`src/rtl/spi_pkg.sv`:
```
// Shared types and widths for the SPI responder register file.
//   spi_state_e : frame FSM states
//   spi_cmd_t   : layout of the command byte {rw, addr}
package spi_pkg;

  localparam int unsigned SPI_BYTE_W = 8;
  localparam int unsigned SPI_ADDR_W = 7;

  typedef enum logic [1:0] {IDLE, CMD, DATA} spi_state_e;

  typedef struct packed {
    logic                  rw;    // 1 = read
    logic [SPI_ADDR_W-1:0] addr;
  } spi_cmd_t;

endpackage

```
`src/rtl/spi_sync_edge.sv`:
```
// Synchronizer plus edge detector for one asynchronous input.
//   clk      : system clock
//   reset_n  : asynchronous active-low reset
//   d_i      : asynchronous input
//   level_o  : synchronized level
//   rise_o   : one-cycle strobe on a synchronized 0->1 transition
//   fall_o   : one-cycle strobe on a synchronized 1->0 transition
module spi_sync_edge #(
  parameter int unsigned SyncStages = 2,
  parameter logic        ResetVal   = 1'b0
) (
  input  logic clk,
  input  logic reset_n,
  input  logic d_i,
  output logic level_o,
  output logic rise_o,
  output logic fall_o
);

  logic [SyncStages-1:0] sync_q;
  logic                  edge_q;

  always_ff @(posedge clk or negedge reset_n) begin
    if (!reset_n) begin
      sync_q <= {SyncStages{ResetVal}};
      edge_q <= ResetVal;
    end else begin
      sync_q <= {sync_q[SyncStages-2:0], d_i};
      edge_q <= sync_q[SyncStages-1];
    end
  end

  assign level_o = sync_q[SyncStages-1];
  assign rise_o  = level_o & ~edge_q;
  assign fall_o  = ~level_o & edge_q;

endmodule

```
`src/rtl/spi_slave_regfile.sv`:
```
// SPI responder with a local byte-wide register file.
// sclk/cs_n/mosi are oversampled on clk; byte0 of a frame is {rw, addr[6:0]}, following bytes are
// data with the address auto-incrementing (127 wraps to 0). Out-of-range addresses read 8'h00 and
// drop writes.
//   clk, reset_n            : system clock (>= 8x sclk), async active-low reset
//   cs_n, sclk, mosi, miso  : SPI slave pins, MSB first; mode 0 = CPOL0/CPHA0, 1 = CPOL1/CPHA1
//   mode                    : SPI mode, sampled at cs_n fall
//   reg_addr/reg_write/reg_wdata/reg_rdata : local register port, 1-clk read latency
//   ready                   : no SPI frame active, local writes accepted
module spi_slave_regfile
  import spi_pkg::*;
#(
  parameter int unsigned          NUM_REGS    = 16,
  parameter int unsigned          SYNC_STAGES = 2,
  parameter logic [SPI_BYTE_W-1:0] CMD_RESP   = 8'h00
) (
  input  logic                  clk,
  input  logic                  reset_n,
  input  logic                  cs_n,
  input  logic                  sclk,
  input  logic                  mosi,
  output logic                  miso,
  input  logic                  mode,
  input  logic [SPI_BYTE_W-1:0] reg_addr,
  input  logic                  reg_write,
  input  logic [SPI_BYTE_W-1:0] reg_wdata,
  output logic [SPI_BYTE_W-1:0] reg_rdata,
  output logic                  ready
);

  logic cs_lvl, cs_rise, cs_fall;
  logic sclk_lvl, sclk_rise, sclk_fall;
  logic mosi_lvl, mosi_rise, mosi_fall;

  // cs_n resets to the asserted level so a select still held low across reset produces no fall;
  // the interrupted frame is ignored until cs_n rises and falls again.
  spi_sync_edge #(.SyncStages(SYNC_STAGES), .ResetVal(1'b0)) u_sync_cs (
    .clk     (clk),
    .reset_n (reset_n),
    .d_i     (cs_n),
    .level_o (cs_lvl),
    .rise_o  (cs_rise),
    .fall_o  (cs_fall)
  );

  spi_sync_edge #(.SyncStages(SYNC_STAGES), .ResetVal(1'b0)) u_sync_sclk (
    .clk     (clk),
    .reset_n (reset_n),
    .d_i     (sclk),
    .level_o (sclk_lvl),
    .rise_o  (sclk_rise),
    .fall_o  (sclk_fall)
  );

  spi_sync_edge #(.SyncStages(SYNC_STAGES), .ResetVal(1'b0)) u_sync_mosi (
    .clk     (clk),
    .reset_n (reset_n),
    .d_i     (mosi),
    .level_o (mosi_lvl),
    .rise_o  (mosi_rise),
    .fall_o  (mosi_fall)
  );

  logic unused_sync;
  assign unused_sync = ^{cs_lvl, sclk_lvl, mosi_rise, mosi_fall};

  spi_state_e            state_q;
  logic [2:0]            bit_cnt_q;
  logic [6:0]            rx_q;
  logic [SPI_BYTE_W-1:0] tx_q;
  logic                  skip_q;  // suppress the next shift: mode 3 pre-bit edge or fresh reload
  logic                  rw_q;
  logic [SPI_ADDR_W-1:0] addr_q;
  logic                  ready_q;
  logic                  miso_q;
  logic [SPI_BYTE_W-1:0] rdata_q;
  logic [SPI_BYTE_W-1:0] regs_q [NUM_REGS];

  logic [SPI_BYTE_W-1:0] rx_byte;
  spi_cmd_t              cmd;
  logic                  byte_done;
  logic [SPI_ADDR_W-1:0] rd_addr;
  logic [SPI_BYTE_W-1:0] spi_rd, loc_rd;
  logic                  spi_we, loc_we;

  assign rx_byte   = {rx_q, mosi_lvl};
  assign cmd       = spi_cmd_t'(rx_byte);
  // cs_n rise takes priority over a coincident 8th rise
  assign byte_done = sclk_rise && (bit_cnt_q == 3'd7) && !cs_rise;
  // Address whose contents go out in the next byte: the command address, then each successor
  assign rd_addr   = (state_q == CMD) ? cmd.addr : addr_q + 7'd1;
  assign spi_we    = byte_done && (state_q == DATA) && !rw_q;
  assign loc_we    = reg_write && ready_q;

  always_comb begin
    spi_rd = '0;
    loc_rd = '0;
    for (int i = 0; i < NUM_REGS; i++) begin
      if (rd_addr == SPI_ADDR_W'(i)) spi_rd = regs_q[i];
      if (reg_addr == SPI_BYTE_W'(i)) loc_rd = regs_q[i];
    end
  end

  always_ff @(posedge clk or negedge reset_n) begin
    if (!reset_n) begin
      state_q   <= IDLE;
      bit_cnt_q <= '0;
      rx_q      <= '0;
      tx_q      <= '0;
      skip_q    <= 1'b0;
      rw_q      <= 1'b0;
      addr_q    <= '0;
      ready_q   <= 1'b0;
      miso_q    <= 1'b0;
    end else begin
      ready_q <= (state_q == IDLE);
      miso_q  <= (state_q != IDLE) && tx_q[7];
      case (state_q)
        IDLE: begin
          bit_cnt_q <= '0;
          if (cs_fall) begin
            state_q <= CMD;
            tx_q    <= CMD_RESP;
            skip_q  <= mode;  // mode 3 opens with a falling edge that carries no bit
          end
        end
        CMD, DATA: begin
          if (cs_rise) begin
            state_q   <= IDLE;
            bit_cnt_q <= '0;
          end else if (sclk_rise) begin
            rx_q      <= rx_byte[6:0];
            bit_cnt_q <= bit_cnt_q + 3'd1;
            if (byte_done) begin
              state_q <= DATA;
              // The fall after the 8th rise must leave the new byte's MSB on miso, not shift it
              skip_q  <= 1'b1;
              if (state_q == CMD) begin
                rw_q   <= cmd.rw;
                addr_q <= cmd.addr;
                tx_q   <= cmd.rw ? spi_rd : '0;
              end else begin
                addr_q <= rd_addr;
                tx_q   <= rw_q ? spi_rd : '0;
              end
            end
          end else if (sclk_fall) begin
            if (skip_q) skip_q <= 1'b0;
            else        tx_q   <= {tx_q[6:0], 1'b0};
          end
        end
        default: state_q <= IDLE;
      endcase
    end
  end

  always_ff @(posedge clk or negedge reset_n) begin
    if (!reset_n) begin
      for (int i = 0; i < NUM_REGS; i++) regs_q[i] <= '0;
    end else begin
      for (int i = 0; i < NUM_REGS; i++) begin
        if (spi_we && addr_q == SPI_ADDR_W'(i)) begin
          regs_q[i] <= rx_byte;
        end else if (loc_we && reg_addr == SPI_BYTE_W'(i)) begin
          regs_q[i] <= reg_wdata;
        end
      end
    end
  end

  always_ff @(posedge clk or negedge reset_n) begin
    if (!reset_n) rdata_q <= '0;
    else          rdata_q <= loc_rd;
  end

  assign miso      = miso_q;
  assign ready     = ready_q;
  assign reg_rdata = rdata_q;

endmodule

```
`config.mk`:
```
export PLATFORM = sky130hd
export DESIGN_NAME = spi_slave_regfile
export DESIGN_NICKNAME = d
export VERILOG_FILES = /design/src/rtl/spi_pkg.sv /design/src/rtl/spi_sync_edge.sv /design/src/rtl/spi_slave_regfile.sv
export SDC_FILE = /design/constraint.sdc
export NUM_CORES = 1
export LEC_CHECK = 0
export CORE_MARGIN = 4
export CORE_UTILIZATION = 59
export CTS_BUF_LIST = sky130_fd_sc_hd__clkbuf_4 sky130_fd_sc_hd__clkbuf_8 sky130_fd_sc_hd__clkbuf_16
export CTS_CLUSTER_DIAMETER = 120
export DETAILED_ROUTE_END_ITERATION = 10
export PLACE_DENSITY_LB_ADDON = 0.1
export SETUP_SLACK_MARGIN = 0.05
export SYNTH_ARGS = -nofsm -noshare
export SYNTH_HDL_FRONTEND = slang
export SYNTH_SLANG_ARGS = --single-unit
```
`constraint.sdc`:
```
create_clock -name clk -period 3.4 [get_ports clk]
set_input_delay 0.68 -clock clk [delete_from_list [all_inputs] [get_ports clk]]
set_output_delay 0.68 -clock clk [all_outputs]
set_load 0.05 [all_outputs]
```
==> results.txt, run 1 <==
* Total track usage: 39.88%
- Outcome: complete, no violations
- Final std cells w/o fill: 1,500
- Critical path start-end classification: flop to flop
- Adding up every negative setup slack in the final design gives 0 ps.
- Count of hold-fix buffers inserted at cts: 0
- Setup repair bufs after CTS: 0
- Via-to-Cell Ratio: 6.905
* CTS Root Buffer Type: clkbuf_16
- For this run, the register share of the synthesized area comes to 40.27%.
* Post-synthesis average cell area: 8.892 sq um
- Share of cell area taken by muxes after synthesis: 15.24%
* Total via count in the routed design: 10,360
- The worst register-to-register path has a depth of 11.
- Of all flip-flops after synthesis, the portion carrying an async set or reset was 100.0%.
- In this run, placement finished with an instance count of 1,468.
- Post-synthesis cell area: 10,880 sq um
- The H-tree was split into 4 levels.
* Filler instances: 1,512
- Yosys printed 0 warnings.
- Setup slack of the critical path after layout: 252.4 ps
- Critical path buffers and inverters: 3
- Top-level I/O count: 33
- The top cell type by area accounts for 40.27% of the synthesized area.
- Width of the die: 143.8 um
- Counting stages on the worst path, the most repeated cell is buf_4.
- After detailed routing, the total wire length is 39,810 um.
- Synth area leaders: dfrtp_1, mux2i_1, o21ai_0
- Gates resized during post-CTS repair numbered 0.
* Post-placement cell area: 11,650 sq um
- DP Wirelength: 28,160 um
* Number of sinks driven by the clock tree: 175
- The net count of the finished layout is 1,292.
* RD Place Congestion: 1.053
- Area growth from synthesis to layout: 12.55%
- The cell family contributing the most delay on the critical path is compound AO/OA/AOI/OAI gates.
- The number of antenna violations at the first check in global routing was 1.
- Summing the areas of all compound-gate instances in the mapped netlist gives 20.94% of the synthesized area.
* First-pass GRT wire length: 61,240 um
* Period Utilization, post-route: 92.58%
- Post-synth top area cell: dfrtp_1
- From bottom edge to top edge, the die measures 143.8 um.
- Number of enable-type register cells in the synthesized netlist: 0
- Initial Util: 60.34%
- Wire length per cell after detailed routing: 26.54 um
* Maximum operating frequency: 317.7 MHz
- Minimum period implied by the final worst setup slack: 3148 ps
- Final Hold Vio Count: 0
- The worst register-to-register path has a setup slack of 250 ps.
* Kind of start point of the critical path: flop
- Die area: 20,670 sq um
- In the layout the commonest cells are nand2_1, dfrtp_1, o21ai_0, mux2i_1, buf_4.
- In this run the tool buffered the top-level ports with 32 buffer cells.
- Crit-path slowest cell: dfrtp_1
- Commonest register cell after synthesis: dfrtp_1
- Leaving out fill and tap cells, the most frequent cell in the layout is nand2_1.
- Fraction of the core area covered by cells at the end of the flow: 67.91%
* Worst hold margin: 245.7 ps
- Arrival time worst endpoint: 3430 ps
- Before CTS, the worst setup slack after placement is 108.6 ps.
- In this run the power density over the cells is 534.4 nW/um^2.
* Number of clock buffers inserted by TritonCTS: 17
- Gate count of the mapped netlist: 1,223
- Setup violations remaining at the end of the flow were counted as 0.
- The number of nets in the synthesized netlist is 1,257.
- Reg2reg end: tx_q[6]
* Adder-cell area share of the yosys netlist: 1.266%
- TritonCTS built the clock tree.
- Required time of the worst setup path: 3680 ps
- Start point of the critical path: state_q[1]
- In this run the critical register-to-register path is launched from state_q[1].
- For the pin with the worst max-slew slack, the measured transition is 1036 ps.
- The worst-case IR drop observed on VDD is 0.0006638 V.
- Antenna violation net count after detailed routing: 0
- The initialized floorplan defines 49 standard-cell rows.
* CTS clock-pin slew for the worst setup and hold paths: 80 ps
- The signal on the critical path passes through inv_1, ha_1, buf_4, and3b_1, or2_0, buf_4, a221oi_1, a22oi_1, o2bb2ai_1, o21ai_0, a32oi_1.
- Deepest clock path buffer count: 2
- Max-cap viol count: 0
* Synth Register Bits: 175
* Xor and xnor fraction of the mapped netlist area: 0.3221%
- Count of pins over their slew limit: 0
* Simple-gate share of the synthesized area: 17.56%
* Antenna cells: 0
- Leak pwr: 4.484 nW
- Total gr overflow: 0
- Entering global routing, the biggest net connects 75 pins.
- Endpoint kind of the worst setup timing path: flop
* Number of distinct library cell variants in the gate-level netlist after synthesis: 70
- Across the routed clock network, the largest skew measured is 16.55 ps.
* Remaining design rule violation count: 0
- Final cell area excluding filler cells: 12,240 sq um
- RSZ-0062 raised after global routing: no
* Worst slew margin relative to its limit: 30.74%
- In this run the worst hold path is classified as input pin to asynchronous set/reset pin.
- Post-layout power: 6.541 mW
- Delay of the slowest cell on the worst path: 420 ps
- Before antenna repair, the detailed router went through 6 iterations.
- Via count of the first global-routing pass: 9,958
* Main combinational cell family by area after synthesis: compound AO/OA/AOI/OAI gates
* Fraction of final layout cells with drive strength greater than 1: 12.75%
- Violation count after the first detailed-route iteration: 1,355
- Along the worst path, the maximum fanout reaches 17.
- Area of the core region: 18,020 sq um
- Clock latency on the worst-skew pair: 450 ps
-- cell families (layout without fill, tap and decap cells) --
kind of cell,count (synthesis),after routing
multiplexers,163,163
AO/OA/AOI/OAI,370,370
buffers and inverters,111,159
XOR/XNOR,4,4
AND/OR/NAND/NOR,389,389
flip-flops,175,175
adder cells (fa/ha/maj),11,11
-- routing by layer --
metal  GRT usage (%)  vias to the layer above  wire length (um)
met3           9.617                      205              4306
li1                -                     4534                 -
met1           53.22                     4870             15390
met2           60.10                      747             17400
met5               0                        -                 7
met4           21.66                        2              2704
-- worst max-delay path by stage --
stage	end	slack (ps)	depth (start not counted)
after floorplan	tx_q[0]	640	12
after global placement	reg_rdata[7]	120	8
after detailed placement	reg_rdata[7]	110	8
after CTS	tx_q[0]	350	11
after global routing	tx_q[0]	140	11
final	tx_q[6]	250	11
-- worst register-to-register path: stages, from the launching register on --
cell	delay (ps)
dfrtp_1	420
inv_1	90
ha_1	230
buf_4	240
and3b_1	210
or2_0	330
buf_4	250
a221oi_1	260
a22oi_1	170
o2bb2ai_1	180
o21ai_0	410
a32oi_1	190
-- power by group --
| part | total (mW) | leakage [nW] | internal, mW | switching, mW |
|---|---|---|---|---|
| Clock | 2.02 | 0.293 | 1.06 | 0.962 |
| Sequential | 2.38 | 1.77 | 2.22 | 0.156 |
| Combinational | 2.14 | 2.43 | 0.676 | 1.47 |
| Total | 6.54 | 4.48 | 3.96 | 2.58 |
-- cell type report --
class                   instances  area (sq um)  share of cell area [%]
flip-flops and latches        175          4379                   35.78
inverters                      18         67.56                  0.5520
clock inverters                14         148.9                   1.216
multi-input cells             937          6017                   49.16
repair buffers                109         902.1                   7.370
well taps                     229         286.5                   2.341
clock buffers                  18         439.2                   3.588
-- cell usage after synthesis (19+ instances only) --
master / n
clkbuf_1: 57
nand2_1: 186
dfrtp_1: 175
a22oi_1: 34
o21ai_0: 150
buf_2: 26
mux2_2: 21
a21oi_1: 43
nand3_1: 19
nor3_1: 21
nor2_1: 72
mux2i_1: 142
o22ai_1: 22
o21ai_1: 27
-- flip-flops by register name (all words and copies together), names as in the netlist --
name / flops
regs_q: 128
reg_rdata: 8
tx_q: 8
addr_q: 7
rx_q: 7
bit_cnt_q: 3
state_q: 2
u_sync_cs.sync_q: 2
u_sync_mosi.sync_q: 2
u_sync_sclk.sync_q: 2
miso: 1
ready: 1
rw_q: 1
skip_q: 1
u_sync_cs.edge_q: 1
u_sync_sclk.edge_q: 1
Power figures use the tool's default switching activity.
==> run 2: changes to the inputs <==
Settings changed: ABC_CLOCK_PERIOD_IN_PS set to 3400, CAP_MARGIN set to 20.
==> results of run 2 <==
Final layout, timing and power as in run 1 (identical DEF).
